### src/rtl/bcd_score_converter.sv
// rtl/bcd_score_converter.sv - sequential double-dabble binary-to-BCD converter, one bit per clock
module bcd_score_converter #(
  parameter int WIDTH = 10
) (
  input  logic             clk_100MHz,
  input  logic             reset_n,
  input  logic [WIDTH-1:0] bin,
  input  logic             start,
  output logic             busy,
  output logic             done,
  output logic [3:0]       ones,
  output logic [3:0]       tens,
  output logic [3:0]       hundreds,
  output logic [3:0]       thousands
);

  localparam int SRW = WIDTH + 16;
  localparam logic [3:0] LAST = 4'(WIDTH - 1);

  typedef enum logic [1:0] {IDLE, SHIFT, DONE} state_t;

  state_t           state, state_next;
  logic [SRW-1:0]   sr;
  logic [SRW-1:0]   sr_adj;
  logic [3:0]       count;
  logic             pending;
  logic [WIDTH-1:0] pending_bin;

  // Add 3 to every BCD nibble that is 5 or more before the next shift
  always_comb begin
    sr_adj = sr;
    for (int i = 0; i < 4; i++) begin
      if (sr[WIDTH + 4*i +: 4] >= 4'd5) begin
        sr_adj[WIDTH + 4*i +: 4] = sr[WIDTH + 4*i +: 4] + 4'd3;
      end
    end
  end

  // State register
  always_ff @(posedge clk_100MHz or negedge reset_n) begin
    if (!reset_n) begin
      state <= IDLE;
    end else begin
      state <= state_next;
    end
  end

  // Next-state logic; DONE chains straight into a queued or simultaneous request
  always_comb begin
    state_next = state;
    case (state)
      IDLE:    if (start) state_next = SHIFT;
      SHIFT:   if (count == LAST) state_next = DONE;
      DONE:    state_next = (start || pending) ? SHIFT : IDLE;
      default: state_next = IDLE;
    endcase
  end

  // Datapath: shift register, iteration count, pending request and registered outputs
  always_ff @(posedge clk_100MHz or negedge reset_n) begin
    if (!reset_n) begin
      sr          <= '0;
      count       <= '0;
      pending     <= 1'b0;
      pending_bin <= '0;
      busy        <= 1'b0;
      done        <= 1'b0;
      ones        <= '0;
      tens        <= '0;
      hundreds    <= '0;
      thousands   <= '0;
    end else begin
      done <= 1'b0;
      case (state)
        IDLE: begin
          if (start) begin
            sr    <= {16'b0, bin};
            count <= '0;
            busy  <= 1'b1;
          end
        end
        SHIFT: begin
          sr    <= {sr_adj[SRW-2:0], 1'b0};
          count <= count + 4'd1;
          if (start) begin
            pending     <= 1'b1;
            pending_bin <= bin;
          end
        end
        DONE: begin
          ones      <= sr[WIDTH      +: 4];
          tens      <= sr[WIDTH + 4  +: 4];
          hundreds  <= sr[WIDTH + 8  +: 4];
          thousands <= sr[WIDTH + 12 +: 4];
          done      <= 1'b1;
          // A request arriving on this very edge is newer than anything pending
          if (start) begin
            sr      <= {16'b0, bin};
            count   <= '0;
            pending <= 1'b0;
          end else if (pending) begin
            sr      <= {16'b0, pending_bin};
            count   <= '0;
            pending <= 1'b0;
          end else begin
            busy <= 1'b0;
          end
        end
        default: begin
          busy <= 1'b0;
        end
      endcase
    end
  end

endmodule

### config.mk
export PLATFORM = sky130hd
export DESIGN_NAME = bcd_score_converter
export DESIGN_NICKNAME = d
export VERILOG_FILES = /design/src/rtl/bcd_score_converter.sv
export SDC_FILE = /design/constraint.sdc
export NUM_CORES = 1
export LEC_CHECK = 0
export BUFFER_PORTS_ARGS = -buffer_cell sky130_fd_sc_hd__clkbuf_2
export CAP_MARGIN = 20
export CORE_MARGIN = 10
export CORE_UTILIZATION = 24
export CTS_BUF_LIST = sky130_fd_sc_hd__clkbuf_4 sky130_fd_sc_hd__clkbuf_8 sky130_fd_sc_hd__clkbuf_16
export DETAILED_ROUTE_END_ITERATION = 10
export GPL_ROUTABILITY_DRIVEN = 1
export PLACE_DENSITY = 0.39
export SYNTH_ARGS = -nofsm -noshare
export SYNTH_HDL_FRONTEND = slang
export SYNTH_SLANG_ARGS = --single-unit
### constraint.sdc
create_clock -name clk_100MHz -period 3.6 [get_ports clk_100MHz]
set_clock_uncertainty 0.05 [all_clocks]
set_input_delay 0 -clock clk_100MHz [delete_from_list [all_inputs] [get_ports clk_100MHz]]
set_output_delay 0 -clock clk_100MHz [all_outputs]
set_load 0.05 [all_outputs]
# Yosys cells after proc, flatten, opt, wreduce, memory -nomap -nowiden

Cells that the tools add are included.

Word-level logic and storage cells: 61
Output and inout bits: 18
Flip-flop bits (word level): 61
Input bits: 13

Bitwise operators: 1
Eq/ne operators: 9
Add/subtract/negate cells: 5
Reductions and logical operators: 9
Multiplexer cells: 22
Magnitude comparators: 4

Operator list:

| cell                                                                                 | count |
|---|---|
| 26-bit 2-to-1 mux                                                                    | 3 |
| 26-bit one-hot mux with 3 select lines                                               | 1 |
| 4-bit 2-to-1 mux                                                                     | 6 |
| 4-bit by 3-bit greater-or-equal comparator with 1-bit output (second input constant) | 4 |
| 4-bit by 2-bit adder with 4-bit output (second input constant)                       | 3 |
| 4-bit one-hot mux with 3 select lines                                                | 1 |
| 2-bit inequality test (second input constant)                                        | 5 |
| 2-bit one-hot mux with 3 select lines                                                | 1 |
| 2-bit AND reduction                                                                  | 3 |
| 1-bit 2-to-1 mux                                                                     | 5 |
| 4-bit by 1-bit adder with 4-bit output (second input constant)                       | 1 |
| 4-bit equality test (second input constant)                                          | 1 |
| 2-bit 2-to-1 mux                                                                     | 2 |
| 4-bit AND reduction                                                                  | 1 |
| 3-bit by 2-bit adder with 3-bit output (second input constant)                       | 1 |
| 3-bit 2-to-1 mux                                                                     | 1 |
| 3-bit inequality test (second input constant)                                        | 1 |
| 1-bit one-hot mux with 3 select lines                                                | 1 |
| 3-bit AND reduction                                                                  | 1 |
| 3-bit nonzero test                                                                   | 1 |
| 2-bit by 1-bit equality test with 1-bit output (second input constant)               | 1 |
| 2-bit equality test (second input constant)                                          | 1 |
| 2-bit logical NOT                                                                    | 1 |
| 1-bit one-hot mux with 2 select lines                                                | 1 |
| 3 further kinds                                                                      | 3 |

# Longest topological paths before layout

Gate-level depths: netlist of run 1.

Word-level depth: 3
Mapped depth: 8
Gate-level depth less buffers: 6

# Least setup slack after synthesis of run 1

No wires, ideal clock.

Kind: register to register
Start point: reg state[0]
End point: reg sr[13]
Library setup time: 0.129 ns
Required time: 3.421 ns
Buffers on the path: 2
Stages on the path, launching flop included: 9
Data arrival time: 1.656 ns
Path slack: 1.765 ns
Path through: dfrtp_1 > inv_1 > ha_1 > nor2b_4 > buf_6 > a211o_4 > buf_6 > o21ai_0 > o21ai_0

Cells in the longest elaborated chain, start to end: 3
Elaborated cells on any way between the ends: 8
Those cells by class: eq/ne: 4; mux: 1; reduce/logical: 3

Ends and longest elaborated chain:

| what                                                           | line | source |
|---|---|---|
| start: declaration                                             | 22   | `state_t state, state_next;` |
| start signal: assignment                                       | 44   | `state <= state_next;` |
| 2-bit equality test (tied with other cells)                    | 74   | `case (state)` |
| 3-bit inequality test (no source line) (tied with other cells) | n/a  |  |
| 3-bit AND reduction (no source line)                           | n/a  |  |
| end signal: assignment                                         | 77   | `sr <= {16'b0, bin};` |
| end signal: assignment                                         | 83   | `sr <= {sr_adj[SRW-2:0], 1'b0};` |
| end signal: assignment                                         | 98   | `sr <= {16'b0, bin};` |
| end: declaration                                               | 23   | `logic [SRW-1:0] sr;` |

Parallel ways exist; a longest one is shown, timed or not.
A chain may end at the register's enable or synchronous reset.

# Worst setup path after layout of run 1

Start point: reg state[0]
End point: reg sr[9]

The elaborated chain is that of the path after synthesis.

==> results of run 1 <==
## flip-flops by register name, summed over array words and instances, names as in the netlist, 2 cells and up
register / count
sr: 26
pending_bin: 10
count: 4
hundreds: 4
ones: 4
tens: 4
thousands: 4
state: 2
## cell usage in the layout, fill, tap and decap left out, drive strengths merged, types with 9 or more instances in the layout
cell type / n
clkbuf: 42
nand2: 25
ha: 15
dfrtp: 61
a21oi: 9
nor2: 20
a221oi: 10
mux2: 30
dlygate4sd3: 11
inv: 16
o21ai: 20
a22o: 9
## cells by family after synthesis
| kind of cell | Yosys count |
|---|---|
| multiplexers | 31 |
| AND/OR/NAND/NOR | 68 |
| XOR/XNOR | 4 |
| buffers and inverters | 28 |
| adder cells (fa/ha/maj) | 15 |
| flip-flops | 61 |
| AO/OA/AOI/OAI | 62 |
## worst max-delay path: stages, from the launching register on
cell	delay [ns]
dfrtp_1	0.39
inv_1	0.09
ha_1	0.73
nand2_1	0.51
a221oi_1	0.41
nor2_1	0.06
## layout make-up
class,count,area [sq um]
clock buffers,12,248
clock inverters,4,72.6
fillers,1342,8730
inverters,16,60.1
multi-input cells,180,1380
flip-flops and latches,61,1530
well taps,172,215
repair buffers,45,290
## per-stage QoR
stage / util, % / power, W / std cells / cell area [sq um]
floorplan: - / 0.00112 / 269 / 3040
global placement: 26.8 / 0.00123 / 463 / 3360
detailed placement: 26.8 / 0.00123 / 463 / 3360
CTS: 30.3 / 0.00219 / 490 / 3790
global route: 30.3 / 0.00225 / 490 / 3790
finish: 30.3 / 0.00214 / 490 / 3790
## final timing paths
kind	start	endpoint	slack, ns	cells past startpoint
worst max-delay path	state[0]$_DFFE_PN0P_	sr[9]$_DFFE_PN0P_	1.22	5
worst max register to register	state[0]$_DFFE_PN0P_	sr[9]$_DFFE_PN0P_	1.22	5
max in group asynchronous	reset_n	pending_bin[1]$_DFFE_PN0P_	2.34	3
worst min register to register	tens[2]$_DFFE_PN0P_	tens[2]$_DFFE_PN0P_	0.45	1
min in group asynchronous	reset_n	tens[2]$_DFFE_PN0P_	0.20	2
worst min-delay path	start	busy$_DFFE_PN0P_	0.11	3
## where the power goes
part	switching [W]	internal (W)	leakage, nW
Clock	0.000297	0.000627	0.157
Sequential	0.0000431	0.000766	0.777
Combinational	0.000280	0.000127	0.791
## metal layers
layer	wire length [um]	global-route usage [%]	part of all wire, %	vias up
met2	3160	13.1	46	36
met3	284	2.69	4.1	6
li1	-	-	-	1053
met1	3370	10.2	49	1014
met5	0	0	0	-
met4	77	3.67	1.1	0
==> key figures, run 1 <==
Timing
  – Period utilization: 66.0%
  – Worst relative slew slack: 54.6%
  – Worst-Margin Slew: 0.680 ns
  – F_max: 421 MHz
  – WHS: 0.105 ns
  – Max-slew violation total from the final report: 0
  – Final hold vios: 0
  – Final worst slack: between 1 and 1.5 ns
  – Setup TNS: 0 ns
  – RSZ-0062 raised after global routing: false
  – Minimum clock period: 2.38 ns
  – # setup viols final: 0

Finish
  – Inserted Diodes: 0
  – Layout area overhead: 24.7%
  – Share of layout cells above drive strength 1: 28.9%
  – Nets@finish: 341

Power and ir drop
  – PwrDens: 565 nW/um^2
  – Maximum vdd drop: 0.000246 V
  – Leakage: 1.73 nW

Global routing
  – GRT overflow: 0
  – Total GRT Usage: 8.34%
  – Largest net degree at the start of global routing: 38
  – Vias in the first global route: 2,263
  – Global-route wire length before repair: ~12,000 um
  – Initial antenna violation count: 0

Yosys
  – Post-synth top area cell: dfrtp_1
  – Synthesized flop and latch total: 61
  – Post-synth design cell area: 3040 sq um
  – Top-area cell type share of the netlist area: between 50% and 60%
  – Most instantiated library cell after synthesis: dfrtp_1
  – Distinct cell type count after synthesis: 34
  – Most common flop cell mapped by yosys: dfrtp_1
  – Adder-cell share of the synthesized area: 6.18%
  – Largest family of logic cells by synthesized area: compound AO/OA/AOI/OAI gates
  – Post-synth top cells: 61 x dfrtp_1, 30 x mux2_2, 25 x nand2_1, 20 x nor2_1, 17 x o21ai_0
  – Dominant cells by area after synthesis: dfrtp_1 50%, mux2_2 11%, ha_1 6.2%
  – Compound-Gate Fraction of Synth Area: 16.1%
  – Post-synthesis xor/xnor area fraction: 1.15%
  – EDFF count, synth: 0
  – Mapped Nets: between 200 and 300
  – FFs w/ async S/R, synth: 100%
  – Sequential share of the synthesized area: around half
  – Synth Area per Inst: 11.3 sq um
  – Multiplexer area fraction after synthesis: 11.4%
  – Synthesized instance count: 269
  – Synth Area in Simple Gates: between 10% and 20%
  – Synthesis Warnings: 0

Status
  – Outcome: finished, final reports clean

CTS
  – CTS Buf Count: 9
  – CTS hold repair buffers: 11
  – Sinks on Clock Net: 61
  – Post-CTS Setup Inserts: 0
  – Clock Latency Late Sink: 0.33 ns
  – # resized after CTS: 0
  – CTS tree: yes
  – H-tree levels: 3
  – Worst-path clk slew: 0.05 ns
  – Max Root-Sink Buffers: 2
  – Clock Root Buffer: clkbuf_16

Critical path
  – Crit. End Element: flip-flop
  – Critical Path RT: ~3.8 ns
  – CP max FO: 14
  – Crit path kind: reg -> reg
  – Startpoint Class: flip-flop
  – Crit path DAT: between 2 and 3 ns

Routing
  – Final wirelength: roughly 6900 um
  – 1st-iter DRT viols: 44
  – Antenna-violating nets left: 0
  – Via Count: 2,109
  – DR pass1 iterations: 4
  – DR WL/cell: 14.1 um
  – Detailed-route DRC error count: 0
  – Number of vias per cell: about 4.3

Placement
  – Place WS: approximately 1.2 ns
  – DP HPWL: 4600 um
  – Placer Congestion: just over 0.7
  – PortBufs: 30

Floorplan
  – Die height: 133 um
  – FP Rows: 41
  – Initial Utilization: 24.3%
  – IO Pins: 31
  – Die width: 133 um
  – Core Box Area: 12,500 sq um
  – Full die area: 17,600 sq um

Min path
  – HP Class: in -> reg

Flow run
  – Max cap viols: 0
(Power assumes the default switching activity.)
==> inputs of run 2 (changes only) <==
- clock period: 3.6 -> 2.3 ns (I/O delays scaled with it)
==> run 2 against run 1 <==
Effect of this change:
- worst setup slack lost 0.87 ns
- sequential share of layout area is 0.093 points lower
- final cell count is 0.61% higher
- non-clock buffer count increased by 4
- hold slack gained 0.0081 ns
- sequential cell count stayed put
- cell area grew 0.23%
- critical path type unchanged
- largest cell class unchanged
==> key figures, run 2 (same netlist as run 1, synthesis figures left out) <==
Global routing
  – Total GRT Usage: 8.28% (-0.067 points)
  – Initial antenna violation count: 0 (unchanged)
  – GRT overflow: 0 (unchanged)
  – Largest net degree at the start of global routing: 62 (+63%)
  – Vias in the first global route: 2,285 (+0.97%)
  – Global-route wire length before repair: 11,800 um (+0.12%)

Placement
  – DP HPWL: 4600 um (about the same)
  – PortBufs: 30 (unchanged)
  – Placed Cells: 467 (+0.86%)
  – Place WS: 0.329 ns (-0.880 ns)
  – Placer Congestion: 0.708 (-2.3%)

Floorplan
  – Die height: 133 um (unchanged)
  – Core Box Area: 12,500 sq um (unchanged)
  – Initial Utilization: 24.3% (unchanged)
  – FP Rows: 41 (unchanged)
  – Full die area: 17,600 sq um (unchanged)
  – Die width: 133 um (unchanged)
  – IO Pins: 31 (unchanged)

Timing
  – Period utilization: 84.8% (+19 points)
  – F_max: 513 MHz (+22%)
  – Setup TNS: 0 ns (unchanged)
  – RSZ-0062 raised after global routing: false
  – Final hold vios: 0 (unchanged)
  – # setup viols final: 0 (unchanged)
  – Minimum clock period: 1.95 ns (-0.425 ns)
  – Worst relative slew slack: 64.9% (+10 points)
  – Max-slew violation total from the final report: 0 (unchanged)
  – Worst-Margin Slew: 0.525 ns (-0.155 ns)
  – Final worst slack: 0.350 ns (-0.875 ns)

Min path
  – Hold endpoint: busy$_DFFE_PN0P_
  – Beginning of the worst hold path: start
  – HP Class: in -> reg
  – Hold depth: 3 (unchanged)

Routing
  – 1st-iter DRT viols: 90 (+100%)
  – Final wirelength: 6920 um (+0.41%)
  – DR WL/cell: 14.0 um (-0.20%)
  – Antenna-violating nets left: 0 (unchanged)
  – WL met1: 3270 um (-3.1%)
  – Highest Signal Layer: met4
  – Detailed-route DRC error count: 0 (unchanged)
  – DR pass1 iterations: 4 (unchanged)
  – DR WL met2: 3270 um (+3.4%)
  – Met3 WL post-DR: 317 um (+12%)
  – Number of vias per cell: 4.39 (+2.0%)
  – Via Count: 2,165 (+2.7%)

Finish
  – Layout area overhead: 25.0%
  – Most flops, register: sr
  – Commonest non-fill, non-tap cells in the layout: 61 x dfrtp_1, 30 x mux2_2, 30 x clkbuf_2
  – Post-Layout Cell Count: 493 (+0.61%)
  – Share of layout cells above drive strength 1: 29.6% (+0.66 points)
  – Inserted Diodes: 0 (unchanged)
  – Area occupied by multi-input gates: 1380 sq um (unchanged)
  – Most common cell after layout, fill and taps aside: dfrtp_1
  – Reg area: 1530 sq um (unchanged)
  – Nets@finish: 345 (+1.2%)
  – Largest register FFs: 26 (unchanged)
  – Fillers: 1,329 (-0.97%)
  – Largest regs: sr (26), pending_bin (10)

CTS
  – Post-CTS Setup Inserts: 0 (unchanged)
  – Max Root-Sink Buffers: 2 (unchanged)
  – H-tree levels: 3 (unchanged)
  – Worst-path clk slew: 0.05 ns (about the same)
  – CTS Buf Count: 9 (unchanged)
  – Clock Root Buffer: clkbuf_16
  – CTS tree: yes
  – Clock Latency Late Sink: 0.32 ns (about the same)
  – Sinks on Clock Net: 61 (unchanged)

Flow run
  – Max cap viols: 0 (unchanged)

Critical path
  – Reg2reg start: state[0]$_DFFE_PN0P_
  – R2r worst-path depth: 5 (unchanged)
  – Reg-to-reg slack, setup: 0.35 ns (-0.87 ns)
  – R2r endpoint: count[3]$_DFFE_PN0P_
  – Startpoint Class: flip-flop
  – Critical Path RT: 2.46 ns (-1.29 ns)
  – Crit path kind: reg -> reg
  – CP max FO: 33 (+19)
  – Crit path DAT: 2.11 ns (-0.42 ns)
  – Crit. End Element: flip-flop

Status
  – Outcome: finished, final reports clean

Power and ir drop
  – PwrDens: 841 nW/um^2 (+49%)
  – Final Power: 0.00319 W (+49%)
  – Leakage: 1.74 nW (+0.75%)
  – Maximum vdd drop: 0.000464 V (+89%)
[run 2: worst max-delay path by stage]
stage | start | to | slack (ns) | cells after the start
finish | state[0]$_DFFE_PN0P_ | count[3]$_DFFE_PN0P_ | 0.35 | 5
global route | state[0]$_DFFE_PN0P_ | sr[9]$_DFFE_PN0P_ | 0.17 | 5
floorplan | state[0]$_DFFE_PN0P_ | sr[13]$_DFFE_PN0P_ | 0.46 | 8
global placement | state[0]$_DFFE_PN0P_ | count[0]$_DFFE_PN0P_ | 0.36 | 6
detailed placement | state[0]$_DFFE_PN0P_ | count[3]$_DFFE_PN0P_ | 0.33 | 5
CTS | state[0]$_DFFE_PN0P_ | count[3]$_DFFE_PN0P_ | 0.32 | 5
[run 2: cell type report]
cell class | instances | area share, %
Timing Repair Buffer | 49 | 8.76
Tap cell | 172 | 5.67
Clock buffer | 14 | 7.41
Sequential cell | 61 | 40.2
Multi-Input combinational cell | 180 | 36.3
Clock inverter | 1 | 0.132
Inverter | 16 | 1.58
[run 2: worst max-delay path, cell delays in order, from the launching register on]
cell	delay, ns
dfrtp_1	0.39
inv_1	0.09
ha_1	0.22
nor2b_4	0.19
a211o_4	0.53
o311ai_0	0.37
[run 2: layer usage]
metal,GRT usage (%),up-vias
li1,-,1051
met4,2.87,0
met3,3.26,7
met2,13.2,34
met1,9.88,1073
met5,0,-
[run 2: through the flow]
step | hold WS, ns | cell area (sq um) | utilization [%]
after global routing | 0.126 | 3800 | 30.3
after floorplan | -0.346 | 3040 | -
after detailed placement | -0.00169 | 3400 | 27.2
final | 0.114 | 3800 | 30.3
after global placement | 0.00560 | 3400 | 27.2
after CTS | 0.101 | 3800 | 30.3
[run 2: power breakdown]
group | internal [W] | switching, W | leakage (nW) | total, W
Combinational | 0.000203 | 0.000438 | 0.815 | 0.000641
Clock | 0.000833 | 0.000453 | 0.146 | 0.00129
Sequential | 0.00120 | 0.0000685 | 0.777 | 0.00127
Total | 0.00224 | 0.000959 | 1.74 | 0.00319
[run 2: timing repair]
item | CTS | global route
hold endpoints to repair | 81 | 0
hold buffers | 11 | 0
resized for setup | 0 | 0
